--- config.mk ---
export PLATFORM = sky130hd
export DESIGN_NAME = aud_ctrl
export DESIGN_NICKNAME = d
export VERILOG_FILES = /design/src/rtl/aud_ctrl.sv
export SDC_FILE = /design/constraint.sdc
export NUM_CORES = 1
export LEC_CHECK = 0
export BUFFER_PORTS_ARGS = -buffer_cell sky130_fd_sc_hd__buf_4
export CAP_MARGIN = 25
export CORE_AREA = 2 2 92 94
export DETAILED_ROUTE_END_ITERATION = 8
export DIE_AREA = 0 0 94 96
export GPL_TIMING_DRIVEN = 0
export MAX_ROUTING_LAYER = met4
export SLEW_MARGIN = 25
export SYNTH_ARGS = -nofsm -noshare
export SYNTH_HDL_FRONTEND = slang
export SYNTH_SLANG_ARGS = --single-unit
--- constraint.sdc ---
create_clock -name i_clk -period 2.8 [get_ports i_clk]
set_clock_uncertainty 0.2 [all_clocks]
set_input_delay 0.56 -clock i_clk [delete_from_list [all_inputs] [get_ports i_clk]]
set_output_delay 0.56 -clock i_clk [all_outputs]
set_load 0.01 [all_outputs]
--- src/rtl/aud_ctrl.sv ---
// Audio record/playback sequencer: turns key pulses into recorder and player
// commands, tracks the recorded length, latches the playback configuration
// and muxes the shared SRAM port between recorder and player.
module aud_ctrl #(
   parameter int unsigned         ADDR_W   = 20,
   parameter logic [ADDR_W-1:0]   MAX_ADDR = ADDR_W'(20'hFFFFE)
) (
   input  logic              i_clk,
   input  logic              i_rst_n,
   input  logic              i_key_record,
   input  logic              i_key_play,
   input  logic              i_key_pause,
   input  logic              i_key_stop,
   input  logic [3:0]        i_speed,
   input  logic              i_fast,
   input  logic              i_interpol,
   input  logic [ADDR_W-1:0] i_rec_addr,
   input  logic [ADDR_W-1:0] i_dsp_addr,
   output logic              o_rec_start,
   output logic              o_rec_pause,
   output logic              o_rec_stop,
   output logic              o_dsp_start,
   output logic              o_dsp_pause,
   output logic              o_dsp_stop,
   output logic [3:0]        o_speed,
   output logic              o_fast,
   output logic              o_interpol,
   output logic [ADDR_W-1:0] o_end_addr,
   output logic              o_has_rec,
   output logic [ADDR_W-1:0] o_sram_addr,
   output logic              o_sram_we_n,
   output logic [2:0]        o_state
);

   typedef enum logic [2:0] {
      S_IDLE       = 3'd0,
      S_REC        = 3'd1,
      S_REC_PAUSE  = 3'd2,
      S_PLAY       = 3'd3,
      S_PLAY_PAUSE = 3'd4
   } state_t;

   // Recorder reports all-ones until its first word is written.
   localparam logic [ADDR_W-1:0] ADDR_NONE = '1;

   state_t     state;
   logic       rec_valid;
   logic       rec_full;
   logic       play_done;
   logic [3:0] speed_clamped;

   // Recorder address qualifiers, player end detect and speed clamp to 1..8.
   always_comb begin
      rec_valid = (i_rec_addr != ADDR_NONE);
      rec_full  = rec_valid && (i_rec_addr >= MAX_ADDR);
      play_done = (i_dsp_addr >= o_end_addr);
      if (i_speed == 4'd0)
         speed_clamped = 4'd1;
      else if (i_speed > 4'd8)
         speed_clamped = 4'd8;
      else
         speed_clamped = i_speed;
   end

   // Sequencer: state, one-cycle command pulses, recording length, play config.
   always_ff @(posedge i_clk or negedge i_rst_n) begin
      if (!i_rst_n) begin
         state       <= S_IDLE;
         o_rec_start <= 1'b0;
         o_rec_pause <= 1'b0;
         o_rec_stop  <= 1'b0;
         o_dsp_start <= 1'b0;
         o_dsp_pause <= 1'b0;
         o_dsp_stop  <= 1'b0;
         o_end_addr  <= '0;
         o_has_rec   <= 1'b0;
         o_speed     <= 4'd1;
         o_fast      <= 1'b0;
         o_interpol  <= 1'b0;
      end else begin
         o_rec_start <= 1'b0;
         o_rec_pause <= 1'b0;
         o_rec_stop  <= 1'b0;
         o_dsp_start <= 1'b0;
         o_dsp_pause <= 1'b0;
         o_dsp_stop  <= 1'b0;
         case (state)
            S_IDLE: begin
               if (i_key_record) begin
                  state       <= S_REC;
                  o_rec_start <= 1'b1;
               end else if (i_key_play && o_has_rec) begin
                  state       <= S_PLAY;
                  o_dsp_start <= 1'b1;
                  o_speed     <= speed_clamped;
                  o_fast      <= i_fast;
                  o_interpol  <= i_interpol;
               end
            end
            S_REC: begin
               if (i_key_stop || rec_full) begin
                  state      <= S_IDLE;
                  o_rec_stop <= 1'b1;
                  o_has_rec  <= rec_valid;
                  if (rec_valid)
                     o_end_addr <= i_rec_addr;
               end else if (i_key_pause) begin
                  state       <= S_REC_PAUSE;
                  o_rec_pause <= 1'b1;
               end
            end
            S_REC_PAUSE: begin
               if (i_key_stop) begin
                  state      <= S_IDLE;
                  o_rec_stop <= 1'b1;
                  o_has_rec  <= rec_valid;
                  if (rec_valid)
                     o_end_addr <= i_rec_addr;
               end else if (i_key_record) begin
                  state       <= S_REC;
                  o_rec_start <= 1'b1;
               end
            end
            S_PLAY: begin
               if (i_key_stop || play_done) begin
                  state      <= S_IDLE;
                  o_dsp_stop <= 1'b1;
               end else if (i_key_pause) begin
                  state       <= S_PLAY_PAUSE;
                  o_dsp_pause <= 1'b1;
               end
            end
            S_PLAY_PAUSE: begin
               if (i_key_stop) begin
                  state      <= S_IDLE;
                  o_dsp_stop <= 1'b1;
               end else if (i_key_play) begin
                  state       <= S_PLAY;
                  o_dsp_start <= 1'b1;
                  o_speed     <= speed_clamped;
                  o_fast      <= i_fast;
                  o_interpol  <= i_interpol;
               end
            end
            default: state <= S_IDLE;
         endcase
      end
   end

   // SRAM port mux from the registered state; only active recording writes.
   always_comb begin
      o_sram_addr = '0;
      o_sram_we_n = 1'b1;
      case (state)
         S_REC: begin
            o_sram_addr = i_rec_addr;
            o_sram_we_n = 1'b0;
         end
         S_REC_PAUSE:  o_sram_addr = i_rec_addr;
         S_PLAY:       o_sram_addr = i_dsp_addr;
         S_PLAY_PAUSE: o_sram_addr = i_dsp_addr;
         default: begin
            o_sram_addr = '0;
            o_sram_we_n = 1'b1;
         end
      endcase
   end

   assign o_state = state;

endmodule

# After elaboration in Yosys (flattened, before gate mapping)
# Cells that the tools add are included.
[word_totals]
register_bits = 36
latchBits = 0
ram_bits = 0
mem_bits_ro = 0
in_bits = 52
output_inout_bits = 57
word_cells = 99
mem_count = 0
[classes]
addsub = 0
multipliers = 0
div = 0
order_cmp = 3
n_eq_ne = 16
shifts = 0
mux = 55
bitwise = 0
reduce_logical = 13
[op_table]
columns = ["cell", "count"]
rows = [
  ["20-bit case mux with 2 select lines", 2],
  ["20-bit 2-to-1 mux", 3],
  ["3-bit 2-to-1 mux", 10],
  ["1-bit 2-to-1 mux", 25],
  ["4-bit 2-to-1 mux", 6],
  ["20-bit >= comparator", 1],
  ["20-bit >= comparator (second input constant)", 1],
  ["20-bit != test (second input constant)", 1],
  ["3-bit != test (second input constant)", 5],
  ["3-bit case mux with 5 select lines", 1],
  ["1-bit case mux with 2 select lines", 7],
  ["2-bit != test (second input constant)", 6],
  ["5-bit AND reduction", 2],
  ["4-bit case mux with 2 select lines", 1],
  ["3-bit by 2-bit equality test with 1-bit output (second input constant)", 2],
  ["4-bit greater-than comparator (second input constant)", 1],
  ["4-bit zero test", 1],
  ["2-bit nonzero test", 2],
  ["2-bit OR reduction", 2],
  ["3-bit by 1-bit equality test with 1-bit output (second input constant)", 1],
  ["3-bit equality test (second input constant)", 1],
  ["3-bit zero test", 1],
  ["3-bit AND reduction", 1],
  ["1-bit logical AND", 2],
  ["1-bit logical OR", 2],
]

# Logic depth before layout (Yosys ltp)
# Gate-level depths: netlist of the first run.
[logic_depth]
depth_word = 6
mapped_depth = 8
depth_no_buf = 8

# Least setup slack after synthesis of the first run
# Ideal clock, no wire load.
[synth_timing]
path_type = "input to register"
from = "in i_dsp_addr[17]"
to = "reg state[0] (netlist: o_state[0])"
setup_ps = 131
t_arrival_ps = 2043
required_ps = 2469
slack_ps = 426
path_stages = 6
n_path_buf = 0
path_cell_list = "ha_1 > nand4_1 > or4_1 > o211ai_2 > nor3_1 > or3_1"
[synth_between]
elab_chain_cells = 4
elab_cells_between_ends = 6
cone_classes = "order compare (1); eq/ne (1); mux (2); reduce/logical (2)"
[synth_rtl]
columns = ["item", "line_no", "rtl"]
rows = [
  ["start, declared", "18", "input logic [ADDR_W-1:0] i_dsp_addr,"],
  ["20-bit >= comparator *", "56", "play_done = (i_dsp_addr >= o_end_addr);"],
  ["1-bit logical OR *", "125", "if (i_key_stop || play_done) begin"],
  ["3-bit != test (no source line) or 3-bit 2-to-1 mux (tied branches)", "n/a", ""],
  ["5-bit AND reduction (no source line) or 3-bit case mux with 5 select lines (tied branches)", "n/a", ""],
  ["end signal, assigned", "126", "state <= S_IDLE;"],
  ["end signal, assigned", "129", "state <= S_PLAY_PAUSE;"],
  ["end signal, assigned", "135", "state <= S_IDLE;"],
  ["end, declared", "46", "state_t state;"],
]
# Mark *: on every way between the ends. The rest lies on a longest branch, timed or not.
# A chain may end at the register's enable or synchronous reset.

# Final worst setup path of the first run
[layout_timing]
from = "reg state[1] (netlist: o_state[1])"
to = "out o_sram_addr[1]"
[layout_between]
elab_chain_cells = 3
elab_cells_between_ends = 7
cone_classes = "eq/ne (4); mux (1); reduce/logical (2)"
[layout_rtl]
columns = ["item", "line_no", "rtl"]
rows = [
  ["start signal, assigned", "68", "state <= S_IDLE;"],
  ["start signal, assigned", "90", "state <= S_REC;"],
  ["start signal, assigned", "93", "state <= S_PLAY;"],
  ["3-bit equality test (tied with other cells)", "154", "case (state)"],
  ["2-bit OR reduction (no source line)", "n/a", ""],
  ["20-bit case mux with 2 select lines *", "154", ""],
  ["end, declared", "30", "output logic [ADDR_W-1:0] o_sram_addr,"],
]
# Marked as above.

==> results of run 1 <==
[cells in the mapped netlist, drive strengths merged]
master / count / area, um^2
nor2b: 1 / 6.26
a21oi: 9 / 45.0
nor4: 1 / 12.5
a2bb2oi: 2 / 17.5
nand3: 3 / 15.0
a21boi: 1 / 7.51
clkbuf: 5 / 18.8
or3: 1 / 6.26
and3: 1 / 6.26
o21a: 1 / 7.51
o21ai: 6 / 33.8
a31oi: 3 / 18.8
a21o: 5 / 37.5
nand4: 7 / 43.8
nand3b: 1 / 7.51
xnor2: 1 / 8.76
dfstp: 1 / 26.3
o31ai: 1 / 7.51
o311a: 1 / 10.0
nand2: 24 / 90.1
nor3: 7 / 40.0
a22o: 20 / 176
or4: 1 / 7.51
nand2b: 3 / 18.8
nor2: 15 / 56.3
a211o: 1 / 8.76
o22ai: 1 / 6.26
inv: 24 / 90.1
ha: 20 / 250
nor3b: 2 / 20.0
dfrtp: 35 / 876
o211ai: 1 / 12.5
mux2: 19 / 285
maj3: 1 / 10.0
buf: 4 / 32.5
or2: 1 / 6.26
a211oi: 1 / 7.51
[worst reg2reg max path, stage by stage (launching register included)]
cell	delay, ps
sky130_fd_sc_hd__dfrtp_1	390
sky130_fd_sc_hd__inv_1	60
sky130_fd_sc_hd__ha_1	280
sky130_fd_sc_hd__nand4_1	190
sky130_fd_sc_hd__or4_1	610
sky130_fd_sc_hd__o211ai_2	250
sky130_fd_sc_hd__nor3_1	90
sky130_fd_sc_hd__or3_1	310
[kinds of logic (layout without fill, tap and decap cells)]
logic type,count (synthesis),after routing,share of synthesized area
AND/OR/NAND/NOR,68,68,0.144
XOR/XNOR,1,1,0.00376
AO/OA/AOI/OAI,53,53,0.170
multiplexers,19,19,0.122
buffers and inverters,33,149,0.0607
adder cells (fa/ha/maj),21,21,0.112
flip-flops,36,36,0.387
[state kept, by name (all words and copies together), names as in the netlist]
register / count
o_dsp_start: 1
o_speed: 4
o_rec_start: 1
o_state: 3
o_fast: 1
o_dsp_stop: 1
o_rec_stop: 1
o_dsp_pause: 1
o_has_rec: 1
o_rec_pause: 1
o_interpol: 1
o_end_addr: 20
[final cells by class]
type                    count  area (um^2)  share of cell area
repair buffers            108          811               0.240
plain buffers               9         56.3              0.0167
clock inverters             3         18.8             0.00556
multi-input cells         162         1290               0.384
inverters                  24         90.1              0.0267
flip-flops and latches     36          902               0.267
clock buffers               5         68.8              0.0204
well taps                 105          131              0.0389
[repair_timing]
item                       in CTS  in global routing
gates resized for setup         5                  3
buffers inserted                0                  0
setup endpoints to repair      20                 20
[path summary, 6_finish.rpt]
kind                                                 start                          to  slack (ps)  cells past startpoint
max in group asynchronous                          i_rst_n      o_speed[0]$_DFFE_PN1P_        2020                      1
worst max register to register  o_end_addr[17]$_DFFE_PN0P_      o_state[0]$_DFFE_PN0P_         310                      7
worst min register to register          o_fast$_DFFE_PN0P_          o_fast$_DFFE_PN0P_         280                      2
worst min-delay path                               i_rst_n  o_end_addr[11]$_DFFE_PN0P_          20                      1
worst max-delay path                o_state[1]$_DFFE_PN0P_              o_sram_addr[1]          90                      6
min in group i_clk                              i_speed[3]      o_speed[0]$_DFFE_PN1P_         240                      2
[placed cells by master (no fill, tap or decap), drive strengths merged, types with 5 or more instances in the layout]
master,Yosys,layout
a21o,5,5
a21oi,9,9
a22o,20,20
buf,4,115
clkbuf,5,7
dfrtp,35,35
ha,20,20
inv,24,24
mux2,19,19
nand2,24,24
nand4,7,7
nor2,15,15
nor3,7,7
o21ai,6,6
[per-layer routing]
metal	track usage	vias to the layer above
met4	0.0362	0
met2	0.264	72
li1	-	1056
met1	0.198	1004
met5	-	-
met3	0.0352	4
[power by group]
part           internal (uW)  total [uW]  switching (uW)  leakage [uW]
clock network            174         381             207     0.0000479
registers                763         950             187      0.000439
logic                   1310        2440            1130       0.00133
[through the flow]
step / setup TNS (ps) / util / hold slack (ps)
after CTS: 0 / 0.419 / 40.4
final: 0 / 0.419 / 24.0
after detailed placement: 0 / 0.407 / 265
after global placement: 0 / 0.407 / 260
after floorplan: 0 / - / 64.4
after global routing: -32.6 / 0.419 / 51.6
==> flow_summary.ini, run 1 <==
[timing]
fraction_of_the_cycle_the_final_worst_path_needs = 0.967
final_period_minus_worst_setup_slack_ps = 2710
worst_slew_pin_slew_ps = 486
setup_viol_count_final = 0
slew_viol_final = 0
maxClockFrequency_mhz = 369
grt_setup_unrepaired = yes
slew_headroom = 0.676
setup_slack_ps = 92.3
hold_violations = 0

[place]
port_buffers = 108
dpl.cell_count = 444
placed_area_um2 = 3270
dp_slack_ps = 67.2
routability_congestion = 0.862
post-dp-hpwl_um = 5340

[synthesis]
synth.lib_cells_used.distinct = 43
ys_seq_area_frac = 0.387
syn_area_per_cell_um2 = 10.1
synth.cell_area_um2 = 2330
synth_warnings = 0
mappedNetlistNets = 303
syn_inst = 231
register_bit_count_reported_by_yosys = 36

[critical_path]
critical_path.max_stage_delay_ps = 380
path_cells = buf_2 -> xnor2_2 -> nor2_1 -> buf_2 -> a22o_1 -> buf_4
type_of_the_setup_path_with_the_least_slack = flop to output port
crit_buf_inv = 3
end_kind = output port
worstPathArrival_ps = 1950
worst-endpoint-required_ps = 2040
startpoint_type = flop
critPathTopFamily = buffers and inverters
cp_max_fo = 10
crit_top_cell = sky130_fd_sc_hd__buf_2
crit_slowest_cell = sky130_fd_sc_hd__dfrtp_1

[global_route]
grt_start_max_net_pins = 37
grtUsageTotal = 0.158
number_of_global_route_vias_before_repair = 2085
grt_pass1_wl_um = 10500
grt_antenna_before_repair = 0
globalRouteOverflowTotal = 0

[die]
start_util = 0.290
chipHeight_um = 96
ports_placed_on_the_boundary = 109
rows = 33
die-width_um = 94
die-area_um2 = 9020
core_um2 = 8050

[clock_network]
h_tree_levels = 2
clk_pin_slew_ps = 80
cts_tree = done
num_clock_sinks = 36
worstSkewPairLatency_ps = 290
maximum_buffer_depth_of_the_clock_tree = 2
clockRootBuffer = sky130_fd_sc_hd__clkbuf_8
hold_buffers = 0
cts-buffers-inserted = 5

[final_layout]
total_non_filler_cell_area_in_the_finished_layout_um2 = 3370
finalNetCount = 418
stdcell_count = 452
antenna-diode-count = 0
layout.filler_cells = 797
syn_to_final_growth_pct = 44.7
post_route_cells_drive_above_1_share = 0.435

[drt]
dr_wl_met2_um = 3290
dr_total_vias = 2136
top_layer_used = met4
met3_wirelength_um = 357
vias_per_cell = 4.73
post-route-drc-count = 0
wire_length_per_cell_um = 15.2
m1WireLength_um = 3160
detailedRoute.firstIterationViolations = 62
drt_first_pass_iters = 6
postRouteWirelength_um = 6860
postRouteAntennaNets = 0

[pwr]
max-vdd-ir-drop_mv = 0.565
p_leak_uw = 0.00182
power-per-cell-area_nw_per_um2 = 1120
total_power_uw = 3770

[status]
run_status = finished clean

[min_path]
hold_path_class = primary input to asynchronous set/reset pin

[job]
max-cap-violations = 0
No activity file was read; power rests on OpenSTA's default activity.
==> inputs of run 2 (changes only) <==
- BUFFER_PORTS_ARGS: -buffer_cell sky130_fd_sc_hd__buf_4 -> -buffer_cell sky130_fd_sc_hd__buf_2
- clock period: 2.8 -> 3.1 ns (I/O delays scaled with it)
==> flow_summary.ini, run 2 (synthesized netlist as in run 1, its figures left out) <==
[clock_network]
cts-buffers-inserted = 5
clockRootBuffer = sky130_fd_sc_hd__clkbuf_8
num_clock_sinks = 36
maximum_buffer_depth_of_the_clock_tree = 2
cts_tree = done
cts_post_setup_buffers_inserted = 0
worstSkewPairLatency_ps = 290
clk_pin_slew_ps = 80
h_tree_levels = 2

[critical_path]
end_kind = output port
rr_startpoint = o_end_addr[17]$_DFFE_PN0P_
worstPathArrival_ps = 2040
setup_crit_start = o_state[1]$_DFFE_PN0P_
type_of_the_setup_path_with_the_least_slack = flop to output port
cp_max_fo = 10
worst-endpoint-required_ps = 2280
startpoint_type = flop

[final_layout]
syn_to_final_growth_pct = 33.8
post_route_cells_drive_above_1_share = 0.432
registers.top_by_ff_count = o_end_addr
layout.filler_cells = 838
finalNetCount = 418
multi_input_comb_area_um2 = 1290
final_common_cell = sky130_fd_sc_hd__buf_2
antenna-diode-count = 0
most-common-layout-cells = 110 x sky130_fd_sc_hd__buf_2, 35 x sky130_fd_sc_hd__dfrtp_1, 24 x sky130_fd_sc_hd__inv_1, 24 x sky130_fd_sc_hd__nand2_1, 20 x sky130_fd_sc_hd__ha_1
largest_register_ffs = 20
total_non_filler_cell_area_in_the_finished_layout_um2 = 3120
sequential_cell_area_um2 = 902
stdcell_count = 452

[timing]
slew_headroom = 0.456
finalSetupTns_ps = 0
slew_viol_final = 0
fraction_of_the_cycle_the_final_worst_path_needs = 0.924
maxClockFrequency_mhz = 349
worst_slew_pin_slew_ps = 816
hold_violations = 0
grt_setup_unrepaired = no
final_period_minus_worst_setup_slack_ps = 2860
setup_viol_count_final = 0

[status]
run_status = finished clean

[job]
max-cap-violations = 0

[global_route]
globalRouteOverflowTotal = 0
grtUsageTotal = 0.153
number_of_global_route_vias_before_repair = 2058
grt_pass1_wl_um = 10200
grt_start_max_net_pins = 37
grt_antenna_before_repair = 0

[pwr]
p_leak_uw = 0.00174
p_int_uw = 1880
max-vdd-ir-drop_mv = 0.423
power.share.sequential = 0.264
power-per-cell-area_nw_per_um2 = 1030
switching_share = 0.415
combinationalPowerShare = 0.605
p_switching_uw = 1330
clock_power_share = 0.131

[die]
core_um2 = 8050
die-area_um2 = 9020
ports_placed_on_the_boundary = 109
chipHeight_um = 96
start_util = 0.290
rows = 33
die-width_um = 94

[drt]
dr_total_vias = 2141
vias_per_cell = 4.74
post-route-drc-count = 0
postRouteWirelength_um = 6560
postRouteAntennaNets = 0
detailedRoute.firstIterationViolations = 65
wire_length_per_cell_um = 14.5
drt_first_pass_iters = 4

[place]
placed_area_um2 = 3000
dpl.cell_count = 444
routability_congestion = 0.867
port_buffers = 108
post-dp-hpwl_um = 5210

[min_path]
hold_path_class = primary input to asynchronous set/reset pin
run 2: cell count changes in the layout (fill, tap and decap cells not counted), sizes merged:
cell / before / now
clkinvlp: 0 / 1
clkinv: 3 / 1
bufinv: 0 / 1
clkbuf: 7 / 10
buf: 115 / 112
run 2: power groups by stage:
stage	clock, uW	sequential [uW]	combinational, uW
2_1_floorplan	0	936	1180
3_3_place_gp	0	855	1940
5_1_grt	453	877	2150
3_5_place_dp	0	855	1970
4_1_cts	437	850	1970
6_report	421	850	1950
run 2: final timing paths:
path,endpoint,slack (ps),cells after the start
hold / removal,o_state[2]$_DFFE_PN0P_,220,1
hold reg to reg,o_fast$_DFFE_PN0P_,280,2
max in group asynchronous,o_end_addr[18]$_DFFE_PN0P_,1970,1
min in group i_clk,o_fast$_DFFE_PN0P_,280,2
setup / recovery,o_sram_addr[3],240,6
setup reg to reg,o_state[0]$_DFFE_PN0P_,660,7
run 2: metrics by stage:
stage	setup slack (ps)	hold slack (ps)	total power, uW	utilization
global placement	287	257	2790	0.373
CTS	34.7	254	3260	0.387
detailed placement	298	264	2820	0.373
global route	148	274	3480	0.387
floorplan	666	124	2120	-
finish	237	217	3220	0.387
run 2: layout make-up:
cell class | count | share of cell area
Inverter | 24 | 0.0289
Clock buffer | 5 | 0.0221
Multi-Input combinational cell | 162 | 0.413
Sequential cell | 36 | 0.289
Tap cell | 105 | 0.0421
Timing Repair Buffer | 108 | 0.173
Buffer | 9 | 0.0181
Clock inverter | 3 | 0.0136
run 2: critical path: stages, from the launching register on:
cell,delay [ps]
sky130_fd_sc_hd__dfrtp_1,370
sky130_fd_sc_hd__buf_2,180
sky130_fd_sc_hd__xnor2_1,320
sky130_fd_sc_hd__nor2_1,160
sky130_fd_sc_hd__clkbuf_2,270
sky130_fd_sc_hd__a22o_2,310
sky130_fd_sc_hd__buf_2,130
run 2: layer usage:
layer,wire (um),GRT usage,vias to the layer above
li1,-,-,1054
met4,66,0.0423,0
met1,3010,0.197,1007
met3,366,0.0298,6
met5,0,-,-
met2,3110,0.246,74
run 2: timing repair:
action | CTS | global route
gates resized for setup | 0 | 8
setup endpoints to repair | 0 | 19
hold buffers | 0 | 0
hold endpoints to repair | 0 | 0
==> inputs of run 3 (changes only) <==
- CTS_BUF_LIST: not set -> sky130_fd_sc_hd__clkbuf_16
==> flow_summary.ini, run 3 (synthesized netlist as in run 1, its figures left out) <==
[critical_path]
reg2reg_setup_slack_ps = 660
critPathTopFamily = buffers and inverters
critical_path.max_stage_delay_ps = 480
rr_startpoint = o_end_addr[17]$_DFFE_PN0P_
end_kind = output port
type_of_the_setup_path_with_the_least_slack = flop to output port
cp_max_fo = 10
worstPathArrival_ps = 2150
rr_endpoint = o_state[0]$_DFFE_PN0P_
crit_top_cell = sky130_fd_sc_hd__buf_2
worst_r2r_path_depth = 7
path_cells = buf_2 -> xnor2_1 -> nor2_1 -> clkbuf_1 -> a22o_1 -> buf_2
setup_crit_start = o_state[1]$_DFFE_PN0P_
crit_buf_inv = 3
worst-endpoint-required_ps = 2280
startpoint_type = flop
crit_slowest_cell = sky130_fd_sc_hd__clkbuf_1

[timing]
setup_viol_count_final = 0
slew_headroom = 0.457
final.hold.worst_slack_ps = 236
worst_slew_pin_slew_ps = 814
hold_violations = 0
maxClockFrequency_mhz = 337
final_period_minus_worst_setup_slack_ps = 2970
finalSetupTns_ps = 0
fraction_of_the_cycle_the_final_worst_path_needs = 0.958
setup_slack_ps = 129
slew_viol_final = 0
grt_setup_unrepaired = no

[die]
core_um2 = 8050
rows = 33
die-width_um = 94
die-area_um2 = 9020
ports_placed_on_the_boundary = 109
start_util = 0.290
chipHeight_um = 96

[final_layout]
most-common-layout-cells = 110 x sky130_fd_sc_hd__buf_2, 35 x sky130_fd_sc_hd__dfrtp_1, 24 x sky130_fd_sc_hd__inv_1, 24 x sky130_fd_sc_hd__nand2_1, 20 x sky130_fd_sc_hd__ha_1
final_common_cell = sky130_fd_sc_hd__buf_2
post_route_cells_drive_above_1_share = 0.427
largest_register_ffs = 20
total_non_filler_cell_area_in_the_finished_layout_um2 = 3170
antenna-diode-count = 0
syn_to_final_growth_pct = 36.1
registers.top_by_ff_count = o_end_addr
finalNetCount = 418
layout.filler_cells = 831

[place]
placed_area_um2 = 3000
port_buffers = 108
dp_slack_ps = 298
routability_congestion = 0.867
post-dp-hpwl_um = 5210

[clock_network]
cts_tree = done
cts_post_setup_buffers_inserted = 0
num_clock_sinks = 36
clk_pin_slew_ps = 60
cts-buffers-inserted = 5
h_tree_levels = 2
hold_buffers = 0
post_cts_repair_resize_count = 0
clockRootBuffer = sky130_fd_sc_hd__clkbuf_16
worstSkewPairLatency_ps = 280
maximum_buffer_depth_of_the_clock_tree = 2

[drt]
wire_length_per_cell_um = 14.5
drt_first_pass_iters = 4
dr_total_vias = 2152
vias_per_cell = 4.76
postRouteAntennaNets = 0
detailedRoute.firstIterationViolations = 77
postRouteWirelength_um = 6570
post-route-drc-count = 0

[global_route]
top_usage_layer = met2
groute.layer.met3.usage = 0.0274
use_met2 = 0.246
grtUsageTotal = 0.152
number_of_global_route_vias_before_repair = 2059
grt_pass1_wl_um = 10200
grt_start_max_net_pins = 37
met1_usage = 0.198
grt_antenna_before_repair = 0
globalRouteOverflowTotal = 0

[pwr]
power-per-cell-area_nw_per_um2 = 1060
max-vdd-ir-drop_mv = 0.429
p_leak_uw = 0.00176

[min_path]
hold_path_class = primary input to asynchronous set/reset pin

[job]
max-cap-violations = 0

[status]
run_status = finished clean
-- run 3: per-stage QoR --
step	utilization	power, uW	std cells
3_3_place_gp	0.373	2790	444
2_1_floorplan	-	2120	231
3_5_place_dp	0.373	2820	444
5_1_grt	0.394	3640	452
4_1_cts	0.394	3420	452
6_report	0.394	3370	452
-- run 3: layer usage --
| layer | wire, um | up-vias |
|---|---|---|
| met4 | 78 | 0 |
| met1 | 3020 | 1011 |
| li1 | - | 1055 |
| met3 | 371 | 8 |
| met5 | 0 | - |
| met2 | 3090 | 78 |
-- run 3: worst max path at each step --
stage	slack, ps	endpoint	depth (start not counted)
detailed placement	300	o_state[0]$_DFFE_PN0P_	7
global placement	290	o_state[0]$_DFFE_PN0P_	7
global route	20	o_sram_addr[19]	6
CTS	60	o_sram_addr[9]	6
floorplan	670	o_state[0]$_DFFE_PN0P_	6
finish	130	o_sram_addr[4]	6
-- run 3: layout make-up --
cell class / instances / area (um^2) / share of cell area
plain buffers: 9 / 53.8 / 0.0170
clock inverters: 3 / 42.5 / 0.0134
repair buffers: 108 / 541 / 0.170
inverters: 24 / 90.1 / 0.0284
flip-flops and latches: 36 / 902 / 0.284
clock buffers: 5 / 125 / 0.0394
multi-input cells: 162 / 1290 / 0.406
well taps: 105 / 131 / 0.0414
-- run 3: report_power, final --
group	switching (uW)	internal, uW	total [uW]	leakage, uW
logic	991	952	1940	0.00124
registers	162	691	853	0.000439
clock network	197	378	574	0.0000798
